[config.mk]
export PLATFORM = sky130hd
export DESIGN_NAME = exp_avg_scheduler
export DESIGN_NICKNAME = d
export VERILOG_FILES = /design/src/rtl/exp_avg_pkg.sv /design/src/rtl/exp_avg_scheduler_rr_arbiter.sv /design/src/rtl/exp_avg_scheduler.sv
export SDC_FILE = /design/constraint.sdc
export NUM_CORES = 1
export LEC_CHECK = 0
export BUFFER_PORTS_ARGS = -buffer_cell sky130_fd_sc_hd__buf_2
export CAP_MARGIN = 20
export CORE_ASPECT_RATIO = 1.5
export CORE_MARGIN = 1.5
export CORE_UTILIZATION = 30
export DETAILED_ROUTE_END_ITERATION = 8
export GPL_ROUTABILITY_DRIVEN = 0
export GPL_TIMING_DRIVEN = 0
export PLACE_DENSITY_LB_ADDON = 0.1
export SETUP_SLACK_MARGIN = 0.4
export SLEW_MARGIN = 20
export SYNTH_ARGS = -nofsm -noshare
export SYNTH_HDL_FRONTEND = slang
export SYNTH_SLANG_ARGS = --single-unit
[constraint.sdc]
create_clock -name clk -period 15.05 [get_ports clk]
set_clock_uncertainty 0.1 [all_clocks]
set_input_delay 3.01 -clock clk [delete_from_list [all_inputs] [get_ports clk]]
set_output_delay 3.01 -clock clk [all_outputs]
set_load 0.05 [all_outputs]
[src/rtl/exp_avg_pkg.sv]
// Purpose: shared FSM state encoding and default datapath constants for exp_avg_scheduler.
// Latency: n/a; holds types and constants only.
// Backpressure: n/a.
package exp_avg_pkg;

  localparam int DEF_DATA_W      = 16;
  localparam int DEF_ALPHA_SHIFT = 3;

  // Encoding 2'd3 is unused; the scheduler treats it as illegal and returns to IDLE.
  typedef enum logic [1:0] {
    IDLE = 2'd0,
    CALC = 2'd1,
    OUT  = 2'd2
  } state_e;

endpackage

[src/rtl/exp_avg_scheduler_rr_arbiter.sv]
// Purpose: round-robin picker. Search starts at the channel after last_grant_i.
// Latency: purely combinational.
// Backpressure: none. The caller decides whether a grant is consumed.
// Ports: req_i (request vector), last_grant_i (last accepted channel),
//        grant_o (one-hot or zero), idx_o (index of grant_o, 0 when no request).
module rr_arbiter
  import exp_avg_pkg::*;
#(
  parameter int NUM_CH = 4,
  parameter int IDX_W  = $clog2(NUM_CH)
) (
  input  logic [NUM_CH-1:0] req_i,
  input  logic [IDX_W-1:0]  last_grant_i,
  output logic [NUM_CH-1:0] grant_o,
  output logic [IDX_W-1:0]  idx_o
);

  // Walk the offsets from farthest to nearest. The nearest requester is written
  // last, so it wins without needing a separate "found" flag.
  always_comb begin
    logic [IDX_W-1:0] cand;
    cand    = '0;
    grant_o = '0;
    idx_o   = '0;
    for (int off = NUM_CH; off >= 1; off--) begin
      cand = IDX_W'((int'(last_grant_i) + off) % NUM_CH);
      if (req_i[cand]) begin
        grant_o       = '0;
        grant_o[cand] = 1'b1;
        idx_o         = cand;
      end
    end
  end

endmodule

[src/rtl/exp_avg_scheduler.sv]
// Purpose: shared exponential averager, y += (x - y) >>> ALPHA_SHIFT, time-multiplexed over NUM_CH channels.
// Latency: handshake in cycle N gives out_valid in cycle N+2; one result every 3 cycles at best.
// Backpressure: OUT holds its result until out_ready. No request is accepted outside IDLE.
// Ports: clk, reset_n (async, active low); req_valid/req_data/req_ready are the per-channel sample inputs;
//        out_valid/out_ready/out_ch/out_data form the result stream.
// Optional macro EXP_AVG_SCHED_CLEAR_EN adds input ch_clear, which zeroes the state of the selected channels.
module exp_avg_scheduler
  import exp_avg_pkg::*;
#(
  parameter int NUM_CH      = 4,
  parameter int DATA_W      = DEF_DATA_W,
  parameter int ALPHA_SHIFT = DEF_ALPHA_SHIFT,
  localparam int CH_W       = $clog2(NUM_CH)
) (
  input  logic                           clk,
  input  logic                           reset_n,
  input  logic [NUM_CH-1:0]              req_valid,
  input  logic [NUM_CH-1:0][DATA_W-1:0]  req_data,
  output logic [NUM_CH-1:0]              req_ready,
  output logic                           out_valid,
  input  logic                           out_ready,
  output logic [CH_W-1:0]                out_ch,
  output logic signed [DATA_W-1:0]       out_data
`ifdef EXP_AVG_SCHED_CLEAR_EN
  ,
  input  logic [NUM_CH-1:0]              ch_clear
`endif
);

  state_e              state_q, state_d;
  logic [CH_W-1:0]     last_grant_q, last_grant_d;
  logic [CH_W-1:0]     ch_q, ch_d;
  logic [DATA_W-1:0]   x_q, x_d;
  logic                out_valid_q, out_valid_d;
  logic [CH_W-1:0]     out_ch_q, out_ch_d;
  logic [DATA_W-1:0]   out_data_q, out_data_d;
  logic [DATA_W-1:0]   y_q [NUM_CH];
  logic [DATA_W-1:0]   y_d [NUM_CH];

  logic [NUM_CH-1:0]   grant;
  logic [CH_W-1:0]     grant_idx;

  rr_arbiter #(
    .NUM_CH (NUM_CH),
    .IDX_W  (CH_W)
  ) u_arb (
    .req_i        (req_valid),
    .last_grant_i (last_grant_q),
    .grant_o      (grant),
    .idx_o        (grant_idx)
  );

  // Datapath. diff is one bit wider than the samples so that x - y cannot wrap.
  // y_new always lies between y and x, so truncating the sum to DATA_W bits is exact.
  logic signed [DATA_W-1:0] y_cur;
  logic signed [DATA_W:0]   diff, step, sum;
  logic [DATA_W-1:0]        y_new;
  logic                     unused_sum_msb;

  assign y_cur          = y_q[ch_q];
  assign diff           = {x_q[DATA_W-1], x_q} - {y_cur[DATA_W-1], y_cur};
  assign step           = diff >>> ALPHA_SHIFT;
  assign sum            = {y_cur[DATA_W-1], y_cur} + step;
  assign y_new          = sum[DATA_W-1:0];
  assign unused_sum_msb = sum[DATA_W];

  always_comb begin
    state_d      = state_q;
    last_grant_d = last_grant_q;
    ch_d         = ch_q;
    x_d          = x_q;
    out_valid_d  = out_valid_q;
    out_ch_d     = out_ch_q;
    out_data_d   = out_data_q;
    y_d          = y_q;
    req_ready    = '0;

    case (state_q)
      IDLE: begin
        req_ready = grant;
        if (|req_valid) begin
          last_grant_d = grant_idx;
          ch_d         = grant_idx;
          x_d          = req_data[grant_idx];
          state_d      = CALC;
        end
      end
      CALC: begin
        y_d[ch_q]   = y_new;
        out_valid_d = 1'b1;
        out_ch_d    = ch_q;
        out_data_d  = y_new;
        state_d     = OUT;
      end
      OUT: begin
        if (out_ready) begin
          out_valid_d = 1'b0;
          state_d     = IDLE;
        end
      end
      default: begin
        out_valid_d = 1'b0;
        state_d     = IDLE;
      end
    endcase

`ifdef EXP_AVG_SCHED_CLEAR_EN
    // A clear takes priority over a same-cycle CALC write. out_data_d still carries y_new.
    for (int i = 0; i < NUM_CH; i++) begin
      if (ch_clear[i]) y_d[i] = '0;
    end
`endif
  end

  always_ff @(posedge clk or negedge reset_n) begin
    if (!reset_n) begin
      state_q      <= IDLE;
      last_grant_q <= CH_W'(NUM_CH - 1);
      ch_q         <= '0;
      x_q          <= '0;
      out_valid_q  <= 1'b0;
      out_ch_q     <= '0;
      out_data_q   <= '0;
      for (int i = 0; i < NUM_CH; i++) y_q[i] <= '0;
    end else begin
      state_q      <= state_d;
      last_grant_q <= last_grant_d;
      ch_q         <= ch_d;
      x_q          <= x_d;
      out_valid_q  <= out_valid_d;
      out_ch_q     <= out_ch_d;
      out_data_q   <= out_data_d;
      y_q          <= y_d;
    end
  end

  assign out_valid = out_valid_q;
  assign out_ch    = out_ch_q;
  assign out_data  = out_data_q;

endmodule

* Word-level counts from Yosys, hierarchy flattened *
Cells that the tools add are included.

cells by class
  add/sub/neg operators = 6
  order comparisons = 11
  eq/ne operators = 4
  mux-type cells = 38
  bitwise logic cells = 2
  reductions and logical operators = 10

operators with widths
  cell                                                               count
  binary-select mux 16 bit (select 2 bit)                            2
  bitwise mux 64 bit                                                 1
  two-way mux 16 bit                                                 4
  demux 16 bit (select 2 bit)                                        1
  two-way mux 4 bit                                                  5
  subtractor 16 x 16 -> 17 bit                                       1
  adder 16 x 14 -> 16 bit                                            1
  < comparator 2 x 3 -> 1 bit, second input constant                 5
  two-way mux 2 bit                                                  6
  two-way mux 1 bit                                                  9
  binary-select mux 1 bit (select 2 bit)                             4
  demux 1 bit (select 2 bit)                                         4
  greater-or-equal comparator 2 x 1 -> 1 bit, second input constant  4
  case mux 2 bit (3 select lines)                                    1
  AND reduction 2 bit                                                3
  logical AND 1 bit                                                  5
  adder 2 x 1 -> 2 bit, second input constant                        2
  adder 2 bit, second input constant                                 2
  inequality test 2 bit, second input constant                       2
  OR reduction 4 bit                                                 1
  greater-or-equal comparator 3 bit, second input constant           1
  < comparator 3 x 1 -> 1 bit, second input constant                 1
  NOT 2 -> 3 bit                                                     1
  case mux 1 bit (3 select lines)                                    1
  4 further kinds                                                    4

storage, ports and cells
  register bits = 105
  bits of input ports = 71
  output and inout port bits = 23
  word-level logic and storage cells = 82

* Longest topological paths before layout *
  depth in word-level cells = 10
  gate-level depth with buffers = 22
  depth with buffers taken out = 18

* By module *
From an unflattened synthesis, not the netlist that was laid out.

unflattened totals
  cell total of the unflattened synthesis = 649
  area, all modules = 6,652.6 sq um

modules (own cells, without submodules)
  module             times used  cells an instance  area an instance (sq um)  sequential area each (sq um)
  exp_avg_scheduler  1           587                6,135.9                   2,630.0
  rr_arbiter         1           62                 516.7                     0.0

* Least setup slack after synthesis *
No wires, ideal clock.

  path type = input -> output
  start = input port req_valid[1]
  end = output port req_ready[0]
  arrival time = 5.337 ns
  path slack = 6.603 ns
  stages on the path = 8
  cell sequence = clkbuf_1 mux2_2 mux2_2 nor2b_1 a22oi_1 o21ai_1 mux2i_1 nor3_1

on the way
  cells in the longest elaborated chain, start to end = 7
  elaborated cells between the ends (all ways) = 13

ends and longest elaborated chain
  element                                  RTL line                            text
  start: declaration                       exp_avg_scheduler.sv:17             input logic [NUM_CH-1:0] req_valid,
  binary-select mux 1 bit (select 2 bit)   exp_avg_scheduler_rr_arbiter.sv:27  if (req_i[cand]) begin
  two-way mux 1 bit (implied by the code)  exp_avg_scheduler_rr_arbiter.sv:27
  two-way mux 4 bit (3 in series)          exp_avg_scheduler_rr_arbiter.sv:27
  two-way mux 4 bit *                      exp_avg_scheduler_rr_arbiter.sv:27
  two-way mux 4 bit *                      exp_avg_scheduler.sv:78             case (state_q)
  end: declaration                         exp_avg_scheduler.sv:19             output logic [NUM_CH-1:0] req_ready,

Every way passes the cells marked *; elsewhere a longest branch is shown, timed or not. The select of a mux whose other input is x is not followed.

* Worst setup path in the final report *
  start = input port req_valid[1]
  end = output port req_ready[3]

Same word-level chain as after synthesis.

==> flow_summary.html <==
<table>
<tr><th>Metric</th><th>Value</th></tr>
<tr><th colspan="2">Status</th></tr>
<tr><td>Status</td><td>finished clean</td></tr>
<tr><th colspan="2">Synth</th></tr>
<tr><td>Fraction of registers with async set or reset after synthesis</td><td>100%</td></tr>
<tr><td>Number of cells produced by synthesis</td><td>700</td></tr>
<tr><td>Main synth FF type</td><td>dfrtp_1</td></tr>
<tr><td>Count of flip-flops with a built-in enable after synthesis</td><td>0</td></tr>
<tr><td>Register area share after synthesis</td><td>39.7%</td></tr>
<tr><td>Warnings from Yosys</td><td>0</td></tr>
<tr><td>Biggest area contributors in the synthesized netlist</td><td>dfrtp_1 (39%), ha_1 (7.6%), nand2_1 (7.3%)</td></tr>
<tr><td>Area share of the largest cell type after synthesis</td><td>38.9%</td></tr>
<tr><td>Post-synth net total</td><td>812</td></tr>
<tr><td>Post-synth design cell area</td><td>0.00663 mm²</td></tr>
<tr><td>Flop and latch count out of synthesis</td><td>105</td></tr>
<tr><td>Library cell occupying the most area in the post-synthesis netlist</td><td>dfrtp_1</td></tr>
<tr><td>Count of different cell masters after synthesis</td><td>60</td></tr>
<tr><td>Mapped Avg Cell Area</td><td>9.46 µm²</td></tr>
<tr><th colspan="2">Clocking</th></tr>
<tr><td>Number of clock buffers inserted by TritonCTS</td><td>9</td></tr>
<tr><td>CTS max path bufs</td><td>2</td></tr>
<tr><td>Hold bufs inserted after CTS</td><td>0</td></tr>
<tr><td>Clock slew seen by the registers of the worst setup and hold paths</td><td>0.07 ns</td></tr>
<tr><td>Post-CTS setup-driven buffer insertion count</td><td>0</td></tr>
<tr><td>Clock latency reported for the late side of the worst-skew pair</td><td>0.35 ns</td></tr>
<tr><td># clock sinks</td><td>105</td></tr>
<tr><td>Cell at the root of the clock tree</td><td>clkbuf_16</td></tr>
<tr><td>Post-cts resize count</td><td>0</td></tr>
<tr><td>Clock tree from TritonCTS</td><td>yes</td></tr>
<tr><td>Total number of H-tree levels</td><td>3</td></tr>
<tr><th colspan="2">Timing</th></tr>
<tr><td>Transition time of the tightest slew-check pin</td><td>1.00 ns</td></tr>
<tr><td>Min Tclk post-route</td><td>8.05 ns</td></tr>
<tr><td>Setup_tns</td><td>0 ns</td></tr>
<tr><td>Unrepaired setup endpoints after global routing</td><td>no</td></tr>
<tr><td>Max-slew violation count</td><td>0</td></tr>
<tr><td>Peak clock frequency supported by timing</td><td>0.124 GHz</td></tr>
<tr><td>Final count of hold timing violations</td><td>0</td></tr>
<tr><td>Post-route clock period utilization</td><td>53.5%</td></tr>
<tr><td>Slew Limit Headroom</td><td>32.7%</td></tr>
<tr><td>Number of setup violations in the final report</td><td>0</td></tr>
<tr><th colspan="2">Place</th></tr>
<tr><td>Total half-perimeter wirelength after legalization and detailed placement</td><td>14600 µm</td></tr>
<tr><td>Count of port buffers added during placement</td><td>92</td></tr>
<tr><th colspan="2">Die</th></tr>
<tr><td>Die extent in x</td><td>124 µm</td></tr>
<tr><td>Placeable core region</td><td>0.0217 mm²</td></tr>
<tr><td>Starting utilization of the core area</td><td>30.5%</td></tr>
<tr><td>Vertical extent of the die</td><td>185 µm</td></tr>
<tr><td>I/O Pins</td><td>94</td></tr>
<tr><td>Row count</td><td>66</td></tr>
<tr><td>Die Outline Area</td><td>0.0230 mm²</td></tr>
<tr><th colspan="2">Routing</th></tr>
<tr><td>Count of antenna-violating nets left after detailed routing</td><td>0</td></tr>
<tr><td>Average vias per placed instance</td><td>5.22</td></tr>
<tr><td>Vias post-DR</td><td>5647</td></tr>
<tr><td>Post-detailed-route DRC marker count</td><td>0</td></tr>
<tr><td>DRT iter0 DRCs</td><td>267</td></tr>
<tr><td>Number of search-and-repair iterations in the first detailed-routing pass</td><td>5</td></tr>
<tr><td>Average routed wire per standard cell</td><td>17.7 µm</td></tr>
<tr><td>Total wire length after detailed routing</td><td>19100 µm</td></tr>
<tr><th colspan="2">Setup path</th></tr>
<tr><td>Critical path launch point type</td><td>input pin</td></tr>
<tr><td>Worst EP arrival</td><td>4.94 ns</td></tr>
<tr><td>Largest driver fanout on the critical path</td><td>10</td></tr>
<tr><td>Crit path required time</td><td>11.94 ns</td></tr>
<tr><td>Critical path endpoint category</td><td>output port</td></tr>
<tr><td>Critical Setup Path Class</td><td>in2out</td></tr>
<tr><th colspan="2">Finish</th></tr>
<tr><td>Area growth from synthesis to layout</td><td>16.9%</td></tr>
<tr><td>Layout cell share with drive strength beyond 1</td><td>18.9%</td></tr>
<tr><td>Number of antenna diodes</td><td>0</td></tr>
<tr><td>Number of nets at the end of the flow</td><td>916</td></tr>
<tr><th colspan="2">Global route</th></tr>
<tr><td>Vias in the first global route</td><td>5719</td></tr>
<tr><td>Overflow left after global routing</td><td>0</td></tr>
<tr><td>Overall track demand over capacity in global routing</td><td>17.0%</td></tr>
<tr><td>Initial antenna violation count</td><td>0</td></tr>
<tr><td>Global-route wire length before repair</td><td>30800 µm</td></tr>
<tr><td>Pin count of the biggest net entering global routing</td><td>73</td></tr>
<tr><th colspan="2">Flow run</th></tr>
<tr><td>Number of max-cap violations</td><td>0</td></tr>
<tr><th colspan="2">Hold path</th></tr>
<tr><td>Path class of the lowest-slack min-delay path</td><td>reg2reg</td></tr>
</table>
## state kept, by name, summed over array words and instances, names as in the netlist
| register | count |
|---|---|
| state_q | 2 |
| out_data | 16 |
| y_q | 64 |
| x_q | 16 |
| out_valid | 1 |
| out_ch | 2 |
| ch_q | 2 |
| last_grant_q | 2 |
## per-stage QoR
| step | instance area, µm² | setup slack (ns) | instances | utilization, % | hold slack [ns] |
|---|---|---|---|---|---|
| after floorplan | 6630 | 6.60 | 700 | - | 0.341 |
| after global placement | 7430 | 7.08 | 1064 | 34.2 | 0.361 |
| after detailed placement | 7460 | 6.98 | 1065 | 34.3 | 0.366 |
| after CTS | 7740 | 6.98 | 1081 | 35.7 | 0.384 |
| after global routing | 7740 | 6.80 | 1081 | 35.7 | 0.396 |
| final | 7740 | 7.00 | 1081 | 35.7 | 0.380 |
## cells by family after synthesis
logic type / Yosys count / synth area share [%]
buf+inv: 68 / 4.49
fa+ha+maj: 41 / 7.86
simple gates: 213 / 14.4
flops: 105 / 39.7
mux: 68 / 13.9
xor+xnor: 22 / 2.91
compound gates: 183 / 16.8
## layout make-up
| class | count | area [µm²] |
|---|---|---|
| fillers | 2215 | 14000 |
| multi-input cells | 527 | 3700 |
| flip-flops and latches | 105 | 2630 |
| repair buffers | 93 | 494 |
| well taps | 272 | 340 |
| clock buffers | 9 | 225 |
| plain buffers | 37 | 181 |
| inverters | 31 | 116 |
| clock inverters | 7 | 58.8 |
## placed cells by master, fill, tap and decap left out, types with 5 or more instances in the layout
cell         n
a211oi_1     8
a21oi_1     28
buf_2       92
buf_6        5
clkbuf_1    25
clkbuf_16    9
dfrtp_1    103
ha_1        40
inv_1       27
mux2_2       7
mux2i_1     40
mux4_2      17
nand2_1    129
nand3_1      8
nand4_1      7
nor2_1      24
nor2b_1      6
nor3_1      12
o21ai_0     37
o21ai_1     55
o221ai_1    16
xnor2_1     11
xor2_1      11
## synth_stat cells, drive strengths merged, types with 4 or more instances
| library cell | count |
|---|---|
| dfrtp | 103 |
| ha | 40 |
| nand2 | 129 |
| nor2b | 6 |
| o21ai | 92 |
| nor2 | 24 |
| mux2i | 41 |
| buf | 12 |
| nor3 | 12 |
| nand2b | 4 |
| clkbuf | 25 |
| inv | 31 |
| nand4 | 7 |
| mux4 | 17 |
| xor2 | 11 |
| a221o | 4 |
| a21o | 4 |
| nand3 | 8 |
| a21oi | 28 |
| o221ai | 16 |
| mux2 | 10 |
| and3 | 4 |
| a22oi | 4 |
| a211oi | 8 |
| xnor2 | 11 |
| or2 | 4 |
## path summary, 6_finish.rpt
check | start | end | slack (ns) | cells after the start
max | req_valid[1] | req_ready[3] | 7.00 | 9
max reg2reg | ch_q[0]$_DFFE_PN0P_ | out_data[13]$_DFFE_PN0P_ | 8.56 | 19
max in group asynchronous | reset_n | y_q[58]$_DFFE_PN0P_ | 11.73 | 2
min | out_data[1]$_DFFE_PN0P_ | out_data[1]$_DFFE_PN0P_ | 0.38 | 2
min in group asynchronous | reset_n | out_ch[1]$_DFFE_PN0P_ | 2.44 | 1
min reg2reg | out_data[1]$_DFFE_PN0P_ | out_data[1]$_DFFE_PN0P_ | 0.38 | 2
## layer usage
layer / part of all wire, % / global-route usage, % / vias up
met1: 43 / 20.5 / 2732
met3: 3.6 / 2.51 / 28
met4: 2.4 / 6.25 / 0
met2: 51 / 30.7 / 156
met5: 0 / 0 / -
li1: - / - / 2731
## critical path: stages
cell	delay [ns]
clkbuf_1	0.18
mux2_2	0.34
mux2_2	0.34
nor2b_1	0.27
a22oi_1	0.12
o21ai_1	0.15
mux2i_1	0.10
nor3_1	0.13
buf_2	0.29
Power is not shown: default switching activity piles up to over one toggle a cycle in this logic, so the estimate is an artifact.
